**config.mk**
```make
export PLATFORM = sky130hd
export DESIGN_NAME = hand_bank_flat
export DESIGN_NICKNAME = d
export VERILOG_FILES = /design/src/rtl/hand_bank_pkg.sv /design/src/rtl/hand_bank_if.sv /design/src/rtl/hand_bank_slot.sv /design/src/rtl/hand_bank.sv /design/src/flat_wrapper.sv
export SDC_FILE = /design/constraint.sdc
export NUM_CORES = 1
export LEC_CHECK = 0
export ABC_AREA = 0
export BUFFER_PORTS_ARGS = -buffer_cell sky130_fd_sc_hd__buf_2
export CAP_MARGIN = 20
export CORE_UTILIZATION = 40
export CTS_BUF_LIST = sky130_fd_sc_hd__clkbuf_2 sky130_fd_sc_hd__clkbuf_4 sky130_fd_sc_hd__clkbuf_8
export DETAILED_ROUTE_END_ITERATION = 16
export SETUP_SLACK_MARGIN = 0.15
export SLEW_MARGIN = 20
export SYNTH_ARGS = -nofsm -noshare
export SYNTH_HDL_FRONTEND = slang
export SYNTH_HIERARCHICAL = 1
export SYNTH_SLANG_ARGS = --single-unit
export TNS_END_PERCENT = 10
```
**constraint.sdc**
```tcl
create_clock -name slow_clock -period 2.5 [get_ports slow_clock]
set_input_delay 0.5 -clock slow_clock [delete_from_list [all_inputs] [get_ports slow_clock]]
set_output_delay 0.5 -clock slow_clock [all_outputs]
set_load 0.01 [all_outputs]
```
**src/rtl/hand_bank_pkg.sv**
```systemverilog
// Card encoding shared by the hand bank: codes 1..13 = A..K, 0 = empty slot.
// Also holds the baccarat point value of a card.
package card_pkg;
  typedef logic [3:0] card_t;

  localparam card_t      CARD_EMPTY  = 4'd0;
  localparam card_t      CARD_MAX    = 4'd13;
  localparam logic [3:0] NATURAL_MIN = 4'd8;

  // Ten and the face cards are worth nothing in baccarat
  function automatic logic [3:0] card_value(card_t c);
    return (c != CARD_EMPTY && c <= 4'd9) ? c : 4'd0;
  endfunction
endpackage

```
**src/rtl/hand_bank_if.sv**
```systemverilog
// Deal/clear request port of the hand bank. The card source drives it
// (master); the bank answers with a combinational deal_ready (slave).
interface hand_bank_if #(
  parameter int N_HANDS = 2,
  parameter int CARD_W  = 4
);
  localparam int HW = (N_HANDS > 1) ? $clog2(N_HANDS) : 1;

  logic              deal_valid;
  logic [HW-1:0]     deal_hand;
  logic [CARD_W-1:0] deal_card;
  logic              deal_ready;
  logic              clear_valid;
  logic [HW-1:0]     clear_hand;

  modport master (
    output deal_valid, deal_hand, deal_card, clear_valid, clear_hand,
    input  deal_ready
  );

  modport slave (
    input  deal_valid, deal_hand, deal_card, clear_valid, clear_hand,
    output deal_ready
  );
endinterface

```
**src/rtl/hand_bank_slot.sv**
```systemverilog
// One hand: slot registers, card count and running baccarat score.
// The caller only asserts load when the hand has a free slot.
module hand_slot
  import card_pkg::*;
#(
  parameter int MAX_CARDS = 3,
  parameter int CARD_W    = 4,
  parameter int CW        = $clog2(MAX_CARDS + 1)
) (
  input  logic                              slow_clock,
  input  logic                              resetb,
  input  logic                              load,
  input  logic                              clr,
  input  logic [CARD_W-1:0]                 card,
  output logic [MAX_CARDS-1:0][CARD_W-1:0]  slots,
  output logic [CW-1:0]                     count,
  output logic [3:0]                        score
);
  logic [MAX_CARDS-1:0][CARD_W-1:0] slots_q, slots_d;
  logic [CW-1:0]                    count_q, count_d;
  logic [3:0]                       score_q, score_d;
  logic [4:0]                       sum;

  always_comb begin
    slots_d = slots_q;
    count_d = count_q;
    score_d = score_q;
    sum     = {1'b0, score_q} + {1'b0, card_value(card_t'(card))};
    if (clr) begin
      slots_d = '0;
      count_d = '0;
      score_d = '0;
    end else if (load) begin
      // Append into the next free slot; earlier slots are never touched
      for (int s = 0; s < MAX_CARDS; s++)
        if (count_q == CW'(s)) slots_d[s] = card;
      count_d = count_q + CW'(1);
      score_d = (sum >= 5'd10) ? 4'(sum - 5'd10) : sum[3:0];
    end
  end

  always_ff @(posedge slow_clock or negedge resetb) begin
    if (!resetb) begin
      slots_q <= '0;
      count_q <= '0;
      score_q <= '0;
    end else begin
      slots_q <= slots_d;
      count_q <= count_d;
      score_q <= score_d;
    end
  end

  assign slots = slots_q;
  assign count = count_q;
  assign score = score_q;
endmodule

```
**src/rtl/hand_bank.sv**
```systemverilog
// Bank of N_HANDS card hands: deal/clear decode, deal_ready, rejected-deal
// pulse and flattening of per-hand state onto the output buses.
module hand_bank
  import card_pkg::*;
#(
  parameter int N_HANDS   = 2,
  parameter int MAX_CARDS = 3,
  parameter int CARD_W    = 4,
  parameter int HW        = (N_HANDS > 1) ? $clog2(N_HANDS) : 1,
  parameter int CW        = $clog2(MAX_CARDS + 1)
) (
  input  logic                                slow_clock,
  input  logic                                resetb,
  hand_bank_if.slave                          bus,
  output logic [N_HANDS*MAX_CARDS*CARD_W-1:0] cards,
  output logic [N_HANDS*CW-1:0]               count,
  output logic [N_HANDS*4-1:0]                score,
  output logic [N_HANDS-1:0]                  full,
  output logic [N_HANDS-1:0]                  natural,
  output logic                                deal_err
);
  logic [N_HANDS-1:0][MAX_CARDS-1:0][CARD_W-1:0] slots_w;
  logic [N_HANDS-1:0][CW-1:0]                    count_w;
  logic [N_HANDS-1:0][3:0]                       score_w;
  logic [N_HANDS-1:0]                            load, clr;

  logic hand_ok, full_sel, clash, card_ok, accept;
  logic deal_err_q, deal_err_d;

  // deal_ready deliberately ignores deal_card; a bad code is caught by card_ok
  always_comb begin
    hand_ok  = {1'b0, bus.deal_hand} < (HW+1)'(N_HANDS);
    full_sel = hand_ok ? full[bus.deal_hand] : 1'b1;
    clash    = bus.clear_valid && (bus.clear_hand == bus.deal_hand);
    card_ok  = (int'(bus.deal_card) >= 1) && (int'(bus.deal_card) <= int'(CARD_MAX));
    accept   = bus.deal_valid && bus.deal_ready && card_ok;
    deal_err_d = bus.deal_valid && !accept;
  end

  assign bus.deal_ready = hand_ok && !full_sel && !clash;

  always_ff @(posedge slow_clock or negedge resetb) begin
    if (!resetb) deal_err_q <= 1'b0;
    else         deal_err_q <= deal_err_d;
  end

  assign deal_err = deal_err_q;

  for (genvar h = 0; h < N_HANDS; h++) begin : g_hand
    // Out-of-range clear_hand matches no hand and is silently dropped
    assign load[h] = accept && (bus.deal_hand == HW'(h));
    assign clr[h]  = bus.clear_valid && (bus.clear_hand == HW'(h));

    hand_slot #(
      .MAX_CARDS (MAX_CARDS),
      .CARD_W    (CARD_W),
      .CW        (CW)
    ) u_hand (
      .slow_clock (slow_clock),
      .resetb     (resetb),
      .load       (load[h]),
      .clr        (clr[h]),
      .card       (bus.deal_card),
      .slots      (slots_w[h]),
      .count      (count_w[h]),
      .score      (score_w[h])
    );

    assign full[h]    = (count_w[h] == CW'(MAX_CARDS));
    assign natural[h] = (count_w[h] == CW'(2)) && (score_w[h] >= NATURAL_MIN);
  end

  assign cards = slots_w;
  assign count = count_w;
  assign score = score_w;
endmodule

```
**src/flat_wrapper.sv**
```systemverilog
// flat-port wrapper written by rule: the top's interface ports become plain ports
module hand_bank_flat import card_pkg::*;
#(
  parameter int N_HANDS   = 2,
  parameter int MAX_CARDS = 3,
  parameter int CARD_W    = 4,
  parameter int HW        = (N_HANDS > 1) ? $clog2(N_HANDS) : 1,
  parameter int CW        = $clog2(MAX_CARDS + 1)
)
  (slow_clock, resetb, cards, count, score, full, natural, deal_err, bus_deal_valid, bus_deal_hand, bus_deal_card, bus_clear_valid, bus_clear_hand, bus_deal_ready);
  hand_bank_if #(.N_HANDS(N_HANDS), .CARD_W(CARD_W)) bus_i ();
  input  logic slow_clock;
  input  logic resetb;
  output logic [N_HANDS*MAX_CARDS*CARD_W-1:0] cards;
  output logic [N_HANDS*CW-1:0] count;
  output logic [N_HANDS*4-1:0] score;
  output logic [N_HANDS-1:0] full;
  output logic [N_HANDS-1:0] natural;
  output logic deal_err;
  input wire logic [$bits(bus_i.deal_valid)-1:0] bus_deal_valid;
  input wire logic [$bits(bus_i.deal_hand)-1:0] bus_deal_hand;
  input wire logic [$bits(bus_i.deal_card)-1:0] bus_deal_card;
  input wire logic [$bits(bus_i.clear_valid)-1:0] bus_clear_valid;
  input wire logic [$bits(bus_i.clear_hand)-1:0] bus_clear_hand;
  output wire logic [$bits(bus_i.deal_ready)-1:0] bus_deal_ready;
  assign bus_i.deal_valid = bus_deal_valid;
  assign bus_i.deal_hand = bus_deal_hand;
  assign bus_i.deal_card = bus_deal_card;
  assign bus_i.clear_valid = bus_clear_valid;
  assign bus_i.clear_hand = bus_clear_hand;
  assign bus_deal_ready = bus_i.deal_ready;
  hand_bank #(.N_HANDS(N_HANDS), .MAX_CARDS(MAX_CARDS), .CARD_W(CARD_W), .HW(HW), .CW(CW)) u_core (.slow_clock(slow_clock), .resetb(resetb), .bus(bus_i), .cards(cards), .count(count), .score(score), .full(full), .natural(natural), .deal_err(deal_err));
endmodule
```
Yosys cells after proc, flatten, opt, wreduce, memory -nomap -nowiden
Cells that the tools add are included.
Widths: inputs -> output; s select.

word-level totals
  register bits after elaboration = 37
  input bits = 10
  word-level logic and storage cells = 90

operators by class
  order comparisons = 8
  bitwise logic cells = 2
  eq/ne operators = 7
  $add $sub $neg = 6
  muxes and demuxes = 23
  reduce and logical (&&, ||, !) cells = 33

operators with widths
  kind                 count
  $mux 4               13
  $mux 12              4
  $reduce_bool 2->1    8
  $logic_and 1x1->1    13
  $reduce_and 2->1     6
  $add 4x4->5          2
  $ge 5x4->1 const B   2
  $eq 2x2->1 const B   4
  $ge 4x4->1 const B   2
  $le 4x4->1 const B   2
  $mux 2               4
  $sub 4x4->4 const B  2
  $add 2x1->2 const B  2
  $eq 2x1->1 const B   2
  $ge 4x1->1 const B   1
  $logic_not 2->1      2
  $reduce_bool 4->1    1
  $logic_not 1->1      3
  $lt 1x2->1 const B   1
  $mux 1               2
  $not 1->1            2
  $eq 1x1->1           1

Longest topological paths before layout
Gate-level depths: netlist of run 1.

  depth in word-level cells = 10
  depth in mapped cells = 11
  mapped depth without buffers = 11

Modules after synthesis
The synthesis of run 1 kept the hierarchy.

modules (own cells, without submodules)
  module     area each (sq um)  sequential area each (sq um)  times used  cells an instance
  hand_slot  1048.5             450.4                         2           114
  hand_bank  147.6              25.0                          1           22

Worst setup path after synthesis of run 1
OpenSTA, ideal clock, no wires.

  path type = input to register
  start point = in bus_deal_card[1]
  end point = reg u_core.g_hand[0].u_hand.score_q[3]
  stages = 11
  library setup time = 0.078 ns
  data required time = 2.422 ns
  arrival = 2.300 ns
  path slack = 0.122 ns
  path through = o21ai_0 > and2_1 > ha_1 > fa_1 > xor2_1 > inv_1 > ha_1 > a21oi_1 > mux2i_1 > mux2_2 > o2bb2ai_1

on the way
  cells in the longest elaborated chain, start to end = 8
  elaborated cells between the ends (all ways) = 16
  classes of those cells = add/sub: 2; order compare: 4; mux: 4; reduce/logical: 6

ends and longest elaborated chain
  item                                             RTL line              RTL
  start: declaration                               flat_wrapper.sv:22    input wire logic [$bits(bus_i.deal_card)-1:0] bus_deal_card;
  $le 4x4->1 or $reduce_bool 4->1 (tied branches)  hand_bank_pkg.sv:12   return (c != CARD_EMPTY && c <= 4'd9) ? c : 4'd0;
  $logic_and 1x1->1                                hand_bank_pkg.sv:12
  $mux 4                                           hand_bank_pkg.sv:12
  $add 4x4->5                                      hand_bank_slot.sv:28  sum = {1'b0, score_q} + {1'b0, card_value(card_t'(card))};
  $sub 4x4->4 or $ge 5x4->1 (tied branches)        hand_bank_slot.sv:38  score_d = (sum >= 5'd10) ? 4'(sum - 5'd10) : sum[3:0];
  $mux 4                                           hand_bank_slot.sv:38
  $mux 4                                           hand_bank_slot.sv:33  end else if (load) begin
  $mux 4                                           hand_bank_slot.sv:29  if (clr) begin
  end signal: assignment                           hand_bank_slot.sv:50  score_q <= score_d;
  end: declaration                                 hand_bank_slot.sv:21  logic [3:0] score_q, score_d;

Parallel ways exist; a longest one is shown, timed or not. The select of a mux whose other input is x is not followed.
A chain may end at the register's enable or synchronous reset.

Worst setup path in the final report of run 1
  start point = in bus_deal_card[1]
  end point = reg u_core.g_hand[1].u_hand.score_q[2]

on the way
  cells in the longest elaborated chain, start to end = 8
  elaborated cells between the ends (all ways) = 16
  classes of those cells = add/sub: 2; order compare: 4; mux: 4; reduce/logical: 6

ends and longest elaborated chain
  item                                             RTL line
  $le 4x4->1 or $reduce_bool 4->1 (tied branches)  hand_bank_pkg.sv:12
  $logic_and 1x1->1                                hand_bank_pkg.sv:12
  $mux 4                                           hand_bank_pkg.sv:12
  $add 4x4->5                                      hand_bank_slot.sv:28
  $sub 4x4->4 or $ge 5x4->1 (tied branches)        hand_bank_slot.sv:38
  $mux 4                                           hand_bank_slot.sv:38
  $mux 4                                           hand_bank_slot.sv:33
  $mux 4                                           hand_bank_slot.sv:29
  end signal: assignment                           hand_bank_slot.sv:50
  end: declaration                                 hand_bank_slot.sv:21

Parallel ways exist; a longest one is shown, timed or not. The select of a mux whose other input is x is not followed.

==> flow_summary.ini, run 1 <==
[place]
placed_area_um2 = 2660
place_ws_ns = -0.137
hpwl_mm = 3.75
port_buffers = 51
gp_congestion = 0.840
dp.cells = 376

[power]
cellPowerDensity_nw_per_um2 = 634
ir_worst_vdd_mv = 0.290
leakage_nw = 1.42
finalPower_mw = 1.76

[sta]
fin_hold_ws_ns = 0.311
finClkSkew_ns = 0.00498
slew_viol_final = 0
finalCritPeriodShare = 0.900
max_freq_mhz = 444
setup_viol = 0
setup_ws_ns = 0.249
fin_crit_ns = 2.25
rsz0062_at_grt = yes
hold_viol_final = 0
tns_ns = 0
relSlewSlack = 0.434
tightest_slew_ns = 0.848

[layout]
fin_util = 0.526
drive_gt1_frac = 0.276
num_antenna_cells = 0
fin_area_um2 = 2770
nFillCells = 530
nNetsFinal = 342
multi_input_comb_area_um2 = 1250
regArea_um2 = 926
final_cell_count_no_fill = 385
syn_to_final_growth_pct = 23.6

[clock_network]
cts_hold_buf = 0
h-tree-depth = 2
numCtsBuffers = 5
cts_buffer_depth = 2
path_clk_slew_ns = 0.08
cts.sinks = 37
clkLatencyLatePin_ns = 0.28
tritoncts = built
clockRootBuffer = clkbuf_8

[synthesis]
synthXorXnorAreaFrac = 0.0156
synth_area_leader_cell = dfrtp_1
synth_edf_count = 0
syn_area_um2 = 2240
synth_nets = 278
synth_top_family_by_area = simple AND/OR/NAND/NOR gates
seq_area_frac_synth = 0.412
yosys-top-cells-count = dfrtp_1 (37), nand2_1 (37), a21oi_1 (28)
yosys_register_bits = 37
yosys.area_share.simple = 0.233
synthFlopType = dfrtp_1
synth_cell_types = 36
syn_area_per_cell_um2 = 8.98
ys_top_cells_by_area = dfrtp_1 (41%), ha_1 (8.9%), a21oi_1 (6.2%)
muxShareOfSynthArea = 0.0457
async_reset_ff_frac = 1.00
synth_compound_area_frac = 0.144
synth_cells = 250
yosys.area.top_type_share = 0.412
synth_warnings = 6
synthAdderAreaFrac = 0.107

[global_routing]
overflow = 0
grt_pass1_vias = 1896
grt_pass1_wl_mm = 8.96
antenna_found_initial = 0
grt_max_degree = 38
grt_usage = 0.190

[setup_path]
r2r-end = u_core/g_hand[1].u_hand/score[2]
reg2reg_slack_ns = 0.38
critical-path-slowest-cell = fa_2
critPathArrivalTime_ns = 2.41
crit_chain = buf_2 -> o21ai_1 -> and2_1 -> ha_2 -> fa_2 -> inv_1 -> ha_4 -> o221ai_1 -> and3_4 -> o211ai_1 -> o311ai_1
r2r_start = u_core/g_hand[1].u_hand/score[0]
cp_num_buf_inv = 2
cp_data_required_time_ns = 2.66
crit_family = adder cells
cp-end-kind = flop
critPathMaxStageDelay_ns = 0.44
reg2reg_depth = 9
worstSetupPathType = in2reg
path_max_fanout = 4
worst_setup_path_start_kind = input port

[floorplanning]
die_h_um = 76.9
dieArea_um2 = 5920
core_area_um2 = 5270
io_pins = 52
start_util = 0.426
fp-row-count = 26
fp.dieW_um = 76.9

[routing]
drtPass1Iterations = 4
viasPerCell = 5.16
post-route-drc-count = 0
dr.first_iter.drc_count = 107
wl_mm = 5.34
wire_per_inst_um = 13.9
ant_nets = 0
num_vias = 1988

[job]
maxCapViolCount = 0

[outcome]
outcome = completed

[hold_path]
hold_class = in2async
==> where the power goes <==
group | total, mW | switching, mW | leakage (nW) | internal, mW
Clock | 0.417 | 0.212 | 0.0484 | 0.204
Sequential | 0.728 | 0.0641 | 0.504 | 0.664
Combinational | 0.613 | 0.333 | 0.869 | 0.280
Total | 1.76 | 0.609 | 1.42 | 1.15
==> cell usage in the layout, fill, tap and decap left out, types with 4 or more instances in the layout <==
| cell type | synthesis | routed |
|---|---|---|
| buf_2 | 0 | 51 |
| nand2_1 | 37 | 37 |
| dfrtp_1 | 37 | 37 |
| a21oi_1 | 28 | 28 |
| nand3_1 | 26 | 26 |
| inv_1 | 17 | 17 |
| nor2_1 | 16 | 16 |
| buf_4 | 0 | 14 |
| ha_1 | 16 | 13 |
| mux2i_1 | 8 | 8 |
| clkbuf_8 | 0 | 5 |
| nand2b_1 | 5 | 5 |
| o211ai_1 | 4 | 4 |
| o311ai_1 | 4 | 4 |
==> worst max path at each step <==
stage	startpoint	end	slack [ns]	cells past startpoint
after floorplan	bus_deal_card[1]	u_core/g_hand[1].u_hand/score[3]	0.12	11
after global placement	bus_deal_card[1]	u_core/g_hand[1].u_hand/score[3]	-0.10	12
after detailed placement	bus_deal_card[1]	u_core/g_hand[1].u_hand/score[1]	-0.14	12
after CTS	bus_deal_card[1]	u_core/g_hand[1].u_hand/score[3]	0.16	12
after global routing	bus_deal_card[1]	u_core/g_hand[0].u_hand/score[2]	0.15	10
final	bus_deal_card[1]	u_core/g_hand[1].u_hand/score[2]	0.25	11
==> layout make-up <==
class | instances | area share
repair buffers | 65 | 0.130
flip-flops and latches | 37 | 0.334
clock buffers | 6 | 0.0275
clock inverters | 2 | 0.00361
inverters | 17 | 0.0230
well taps | 70 | 0.0316
multi-input cells | 188 | 0.451
==> logic make-up (layout without fill, tap and decap cells) <==
| logic type | count (synthesis) | after routing |
|---|---|---|
| xor+xnor | 4 | 4 |
| compound gates | 51 | 51 |
| buf+inv | 25 | 90 |
| mux | 10 | 10 |
| fa+ha+maj | 18 | 18 |
| simple gates | 105 | 105 |
| flops | 37 | 37 |
==> layer usage <==
layer,track usage,wire (um),vias to the layer above
li1,-,-,996
met1,0.263,2590,942
met2,0.304,2500,48
met3,0.0393,234,2
met4,0.0404,20,0
met5,0,0,-
==> flip-flops by register name, summed over array words and instances, names as in the netlist <==
name and count:
u_core/g_hand.u_hand/slots 24, u_core/g_hand.u_hand/score 8, u_core/g_hand.u_hand/count 4, u_core/deal_err 1
==> repair_timing <==
action | in CTS | in global routing
setup endpoints to repair | 0 | 6
buffers inserted | 0 | 1
hold endpoints to repair | 0 | 0
gates resized for setup | 0 | 8
==> worst reg2reg max path: cells and delay by family, from the launching register on <==
family	cells	cell delay [ns]
simple gates	1	0.18
xor+xnor	1	0.16
flops	1	0.42
compound gates	3	0.40
buf+inv	1	0.11
fa+ha+maj	3	0.74
Power figures use the tool's default switching activity.
==> inputs of run 2 (changes only) <==
--- a/config.mk
+++ b/config.mk
@@ -11,6 +11,7 @@
 export CORE_UTILIZATION = 40
 export CTS_BUF_LIST = sky130_fd_sc_hd__clkbuf_2 sky130_fd_sc_hd__clkbuf_4 sky130_fd_sc_hd__clkbuf_8
 export DETAILED_ROUTE_END_ITERATION = 16
+export PLACE_DENSITY = 0.65
 export SETUP_SLACK_MARGIN = 0.15
 export SLEW_MARGIN = 20
 export SYNTH_ARGS = -nofsm -noshare
==> run 2 against run 1 <==
Against the previous run:
- register-to-register slack got worse by 0.02 ns
- combinational power decreased by 0.8%
- sequential power about the same
- largest cell class unchanged
- clock skew grew 0.00090 ns
- sequential cell count unchanged
- critical path type unchanged
- maximum frequency increased by 0.87%
- final cell count fell by 0.26%
- via count rose by 0.96%
- sequential share of layout area down 0.37 points
==> flow_summary.ini, run 2 (same netlist as run 1, synthesis figures left out) <==
[outcome]
outcome = completed

[sta]
max_freq_mhz = 448
setup_viol = 0
finalCritPeriodShare = 0.893
rsz0062_at_grt = yes
finClkSkew_ns = 0.00588
hold_viol_final = 0
fin_crit_ns = 2.23
fin_hold_ws_ns = 0.311
tightest_slew_ns = 0.842
relSlewSlack = 0.439
slew_viol_final = 0

[floorplanning]
die_h_um = 76.9
core_area_um2 = 5270
start_util = 0.426
io_pins = 52
fp-row-count = 26
fp.dieW_um = 76.9
dieArea_um2 = 5920

[setup_path]
critPathArrivalTime_ns = 2.39
crit_chain = buf_2 -> o21ai_1 -> and2_4 -> ha_2 -> fa_2 -> inv_1 -> ha_2 -> o221ai_1 -> and3_4 -> o211ai_1 -> o311ai_1
reg2reg_depth = 9
crit_top_cell = ha_2
worstSetupPathType = in2reg
r2r_start = u_core/g_hand[1].u_hand/score[0]
critPathMaxStageDelay_ns = 0.44
cp_data_required_time_ns = 2.66
critical-path-slowest-cell = fa_2
cp_num_buf_inv = 2
crit_family = adder cells
cp-end-kind = flop
worst_setup_path_start_kind = input port
path_max_fanout = 4
reg2reg_slack_ns = 0.36
r2r-end = u_core/g_hand[1].u_hand/score[3]

[power]
intPower_mw = 1.27
cellPowerDensity_nw_per_um2 = 672
ir_worst_vdd_mv = 0.307
power_frac_comb = 0.323
p_clk_frac = 0.292
pwr-share-seq = 0.385
leakage_nw = 1.43
power_switching_mw = 0.618
finalPower_mw = 1.88
switching_share = 0.328

[routing]
post-route-drc-count = 0
dr.first_iter.drc_count = 151
viasPerCell = 5.23
ant_nets = 0
wire_per_inst_um = 13.8
num_vias = 2007
wl_mm = 5.31
drtPass1Iterations = 4

[global_routing]
overflow = 0
grt_pass1_vias = 1887
antenna_found_initial = 0
grt_max_degree = 38
grt_usage = 0.193
grt_pass1_wl_mm = 9.01

[clock_network]
clkLatencyLatePin_ns = 0.29
h-tree-depth = 2
numCtsBuffers = 5
cts_buffer_depth = 2
cts.sinks = 37
tritoncts = built
cts_hold_buf = 0
clockRootBuffer = clkbuf_8
path_clk_slew_ns = 0.08

[layout]
layout_commonest_cell = buf_2
syn_to_final_growth_pct = 25.0
nNetsFinal = 341
largest_reg_flops = 24
num_antenna_cells = 0
drive_gt1_frac = 0.280
fin_util = 0.532
final_cell_mix = buf_2 (51), nand2_1 (37), dfrtp_1 (37)
fin_area_um2 = 2810
nFillCells = 511
final_cell_count_no_fill = 384

[job]
maxCapViolCount = 0

[place]
gp_congestion = 0.814
placed_area_um2 = 2660
dp.cells = 376
port_buffers = 51
hpwl_mm = 3.85

[hold_path]
hold_class = in2async
run 2: per-layer routing:
layer	vias to the layer above	GRT usage	part of all wire
li1	994	-	-
met1	949	0.267	0.48
met2	58	0.304	0.46
met3	6	0.0464	0.054
met4	0	0.0404	0.0062
met5	-	0	0
run 2: power by group through the flow:
stage               combinational, mW  sequential, mW  clock, mW
floorplan                       0.335           0.759          0
global placement                0.582           0.736          0
detailed placement              0.590           0.739          0
CTS                             0.592           0.727      0.561
global route                    0.687           0.739      0.587
finish                          0.608           0.725      0.551
run 2: area by class of cell:
class	instances	area [um2]	area share
multi-input cells	188	1250	0.447
flip-flops and latches	37	926	0.330
repair buffers	64	353	0.126
well taps	70	87.6	0.0312
clock buffers	6	82.6	0.0294
inverters	17	63.8	0.0227
clock inverters	2	37.5	0.0134
run 2: metrics by stage:
step | setup slack, ns | TNS, ns
after detailed placement | -0.142 | -0.675
after global placement | -0.0850 | -0.414
after floorplan | 0.122 | 0
after CTS | 0.151 | 0
final | 0.269 | 0
after global routing | 0.144 | 0
run 2: worst max path at each step:
stage | cells after the start | slack [ns] | start | to
after global routing | 12 | 0.14 | bus_deal_card[1] | u_core/g_hand[0].u_hand/score[2]
after detailed placement | 12 | -0.14 | bus_deal_card[1] | u_core/g_hand[1].u_hand/score[3]
after floorplan | 11 | 0.12 | bus_deal_card[1] | u_core/g_hand[1].u_hand/score[3]
after CTS | 12 | 0.15 | bus_deal_card[1] | u_core/g_hand[1].u_hand/score[3]
final | 11 | 0.27 | bus_deal_card[1] | u_core/g_hand[1].u_hand/score[2]
after global placement | 12 | -0.09 | bus_deal_card[1] | u_core/g_hand[0].u_hand/score[1]
run 2: repair_timing:
| action | 4_1_cts | 5_1_grt |
|---|---|---|
| setup buffers | 0 | 0 |
| setup endpoints to repair | 0 | 6 |
| resized for setup | 0 | 10 |
==> inputs of run 3 (changes only) <==
--- a/config.mk
+++ b/config.mk
@@ -5,13 +5,13 @@
 export SDC_FILE = /design/constraint.sdc
 export NUM_CORES = 1
 export LEC_CHECK = 0
-export ABC_AREA = 0
+export ABC_AREA = 1
 export BUFFER_PORTS_ARGS = -buffer_cell sky130_fd_sc_hd__buf_2
 export CAP_MARGIN = 20
-export CORE_UTILIZATION = 40
+export CORE_UTILIZATION = 35
 export CTS_BUF_LIST = sky130_fd_sc_hd__clkbuf_2 sky130_fd_sc_hd__clkbuf_4 sky130_fd_sc_hd__clkbuf_8
 export DETAILED_ROUTE_END_ITERATION = 16
-export PLACE_DENSITY = 0.65
+export PLACE_DENSITY = 0.59
 export SETUP_SLACK_MARGIN = 0.15
 export SLEW_MARGIN = 20
 export SYNTH_ARGS = -nofsm -noshare
==> run 3 against run 2 <==
Against the previous run:
- register-to-register slack better by 0.12 ns
- total power up 27%
- first-iteration DRC count down 62%
- hold slack worse by 0.016 ns
- routed wire length down 10%
- combinational power up 76%
- clock skew down 0.0014 ns
- setup slack better by 0.069 ns
- via count down 9.9%
- sequential cell count unchanged
- critical path depth up 3
- final cell count down 0.26%
- largest cell class unchanged
==> flow_summary.ini, run 3 <==
[floorplanning]
dieArea_um2 = 6560
die_h_um = 81.0
io_pins = 52
fp.dieW_um = 81.0
start_util = 0.367
core_area_um2 = 5960
fp-row-count = 28

[synthesis]
yosys_register_bits = 37
synth_area_leader_cell = dfrtp_1
synthFlopType = dfrtp_1
synthXorXnorAreaFrac = 0
synth_cell_types = 17
syn_area_per_cell_um2 = 8.77
async_reset_ff_frac = 1.00
ys_top_cells_by_area = dfrtp_1 (42%), mux2_2 (12%), nand2_1 (12%)
synth_compound_area_frac = 0.0453
muxShareOfSynthArea = 0.124
syn_area_um2 = 2180
yosysMostFrequentCell = nand2_1
synthAdderAreaFrac = 0.110
synth_warnings = 6
synth_edf_count = 0
yosys-top-cells-count = nand2_1 (68), dfrtp_1 (37), inv_1 (31)
yosys.area_share.simple = 0.238
synth_cells = 249
synth_top_family_by_area = simple AND/OR/NAND/NOR gates
yosys.area.top_type_share = 0.424
seq_area_frac_synth = 0.424
synth_nets = 277

[routing]
drtPass1Iterations = 4
num_vias = 1809
wire_per_inst_um = 12.4
dr.first_iter.drc_count = 58
viasPerCell = 4.72
ant_nets = 0
wl_mm = 4.76
post-route-drc-count = 0

[clock_network]
numCtsBuffers = 5
h-tree-depth = 2
cts.sinks = 37
cts_hold_buf = 0
path_clk_slew_ns = 0.08
cts_buffer_depth = 2
clockRootBuffer = clkbuf_8
clkLatencyLatePin_ns = 0.28
tritoncts = built
cts_setup_buffers = 0
post_cts_resized = 0

[hold_path]
hold_class = in2async

[global_routing]
antenna_found_initial = 0
overflow = 0
grt_usage = 0.161
grt_pass1_vias = 1684
grt_pass1_wl_mm = 7.89
grt_max_degree = 38

[place]
hpwl_mm = 3.86
port_buffers = 51
place_ws_ns = 0.0535
gp_congestion = 0.811
dp.cells = 375

[layout]
largest_reg_flops = 24
fin_util = 0.440
layout_commonest_cell = nand2_1
final_cell_mix = nand2_1 (68), buf_2 (51), dfrtp_1 (37)
final_cell_count_no_fill = 383
drive_gt1_frac = 0.328
nNetsFinal = 335
num_antenna_cells = 0
syn_to_final_growth_pct = 19.9

[sta]
tightest_slew_ns = 0.801
relSlewSlack = 0.466
fin_crit_ns = 2.16
finalCritPeriodShare = 0.865
max_freq_mhz = 462
hold_viol_final = 0
slew_viol_final = 0
setup_viol = 0
rsz0062_at_grt = no
finClkSkew_ns = 0.00445
setup_ws_ns = 0.338
tns_ns = 0

[power]
ir_worst_vdd_mv = 0.346
power_frac_comb = 0.448
leakage_nw = 1.49
pwr-share-seq = 0.382
power_switching_mw = 0.971
cellPowerDensity_nw_per_um2 = 912
switching_share = 0.407
intPower_mw = 1.42
p_clk_frac = 0.170

[setup_path]
cp-end-kind = flop
worstSetupPathType = in2reg
worst_setup_path_start_kind = input port
path_max_fanout = 4
cp_data_required_time_ns = 2.73
critPathArrivalTime_ns = 2.39

[job]
maxCapViolCount = 0

[outcome]
outcome = completed
run 3: changes by cell type after synthesis, sizes merged, moves of 6 or more:
cell,previous run,this run
clkbuf,6,0
inv,17,34
nor2,16,30
nand2,37,74
mux2i,8,0
a21oi,30,7
mux2,2,24
nand3,27,19
run 3: stage by stage:
stage               total power, mW  hold WS [ns]  instance area [um2]
floorplan                      1.63         0.204                 2180
global route                   2.61         0.359                 2620
CTS                            2.42         0.335                 2620
global placement               1.98         0.485                 2530
finish                         2.39         0.295                 2620
detailed placement             2.00         0.492                 2530
run 3: kinds of logic after synthesis:
group | Yosys count
AND/OR/NAND/NOR | 123
flip-flops | 37
buffers and inverters | 34
multiplexers | 24
adder cells (fa/ha/maj) | 18
AO/OA/AOI/OAI | 13
run 3: routing by layer:
metal	part of all wire	GRT usage	wire length, um
met2	0.46	0.251	2180
met4	0.0084	0.0339	40
met1	0.47	0.219	2240
met5	0	0	0
met3	0.063	0.0483	302
run 3: worst paths after layout:
check,from,cells after the start,to,slack [ns]
min in group slow_clock,bus_deal_valid,3,u_core/deal_err,0.47
worst max-delay path,bus_deal_card[2],14,u_core/g_hand[1].u_hand/score[2],0.34
worst max register to register,u_core/g_hand[1].u_hand/score[0],10,u_core/g_hand[1].u_hand/score[2],0.48
worst min-delay path,resetb,1,u_core/g_hand[0].u_hand/score[0],0.29
max in group asynchronous,resetb,1,u_core/g_hand[1].u_hand/slots[11],1.69
worst min register to register,u_core/g_hand[0].u_hand/slots[9],1,u_core/g_hand[0].u_hand/slots[9],0.50
run 3: final cells by class:
class,instances,area [um2]
Clock inverter,3,17.5
Tap cell,75,93.8
Fill cell,625,3340
Clock buffer,5,68.8
Multi-Input combinational cell,178,1130
Inverter,34,128
Timing Repair Buffer,51,255
Sequential cell,37,926
run 3: power groups by stage:
stage / Clock, mW / Combinational [mW] / Sequential [mW]
final: 0.406 / 1.07 / 0.913
after floorplan: 0 / 0.648 / 0.983
after global placement: 0 / 1.05 / 0.925
after global routing: 0.447 / 1.22 / 0.946
after CTS: 0.421 / 1.08 / 0.919
after detailed placement: 0 / 1.07 / 0.929
run 3: worst max-delay path: stages:
cell and delay [ns]:
buf_2 0.12, inv_1 0.10, nand2_1 0.08, a21oi_1 0.14, ha_1 0.23, fa_1 0.47, inv_1 0.12, ha_1 0.20
nand2_1 0.08, nand2_2 0.08, nand2_1 0.07, nand2_1 0.06, nand3_1 0.06, nand2_1 0.07
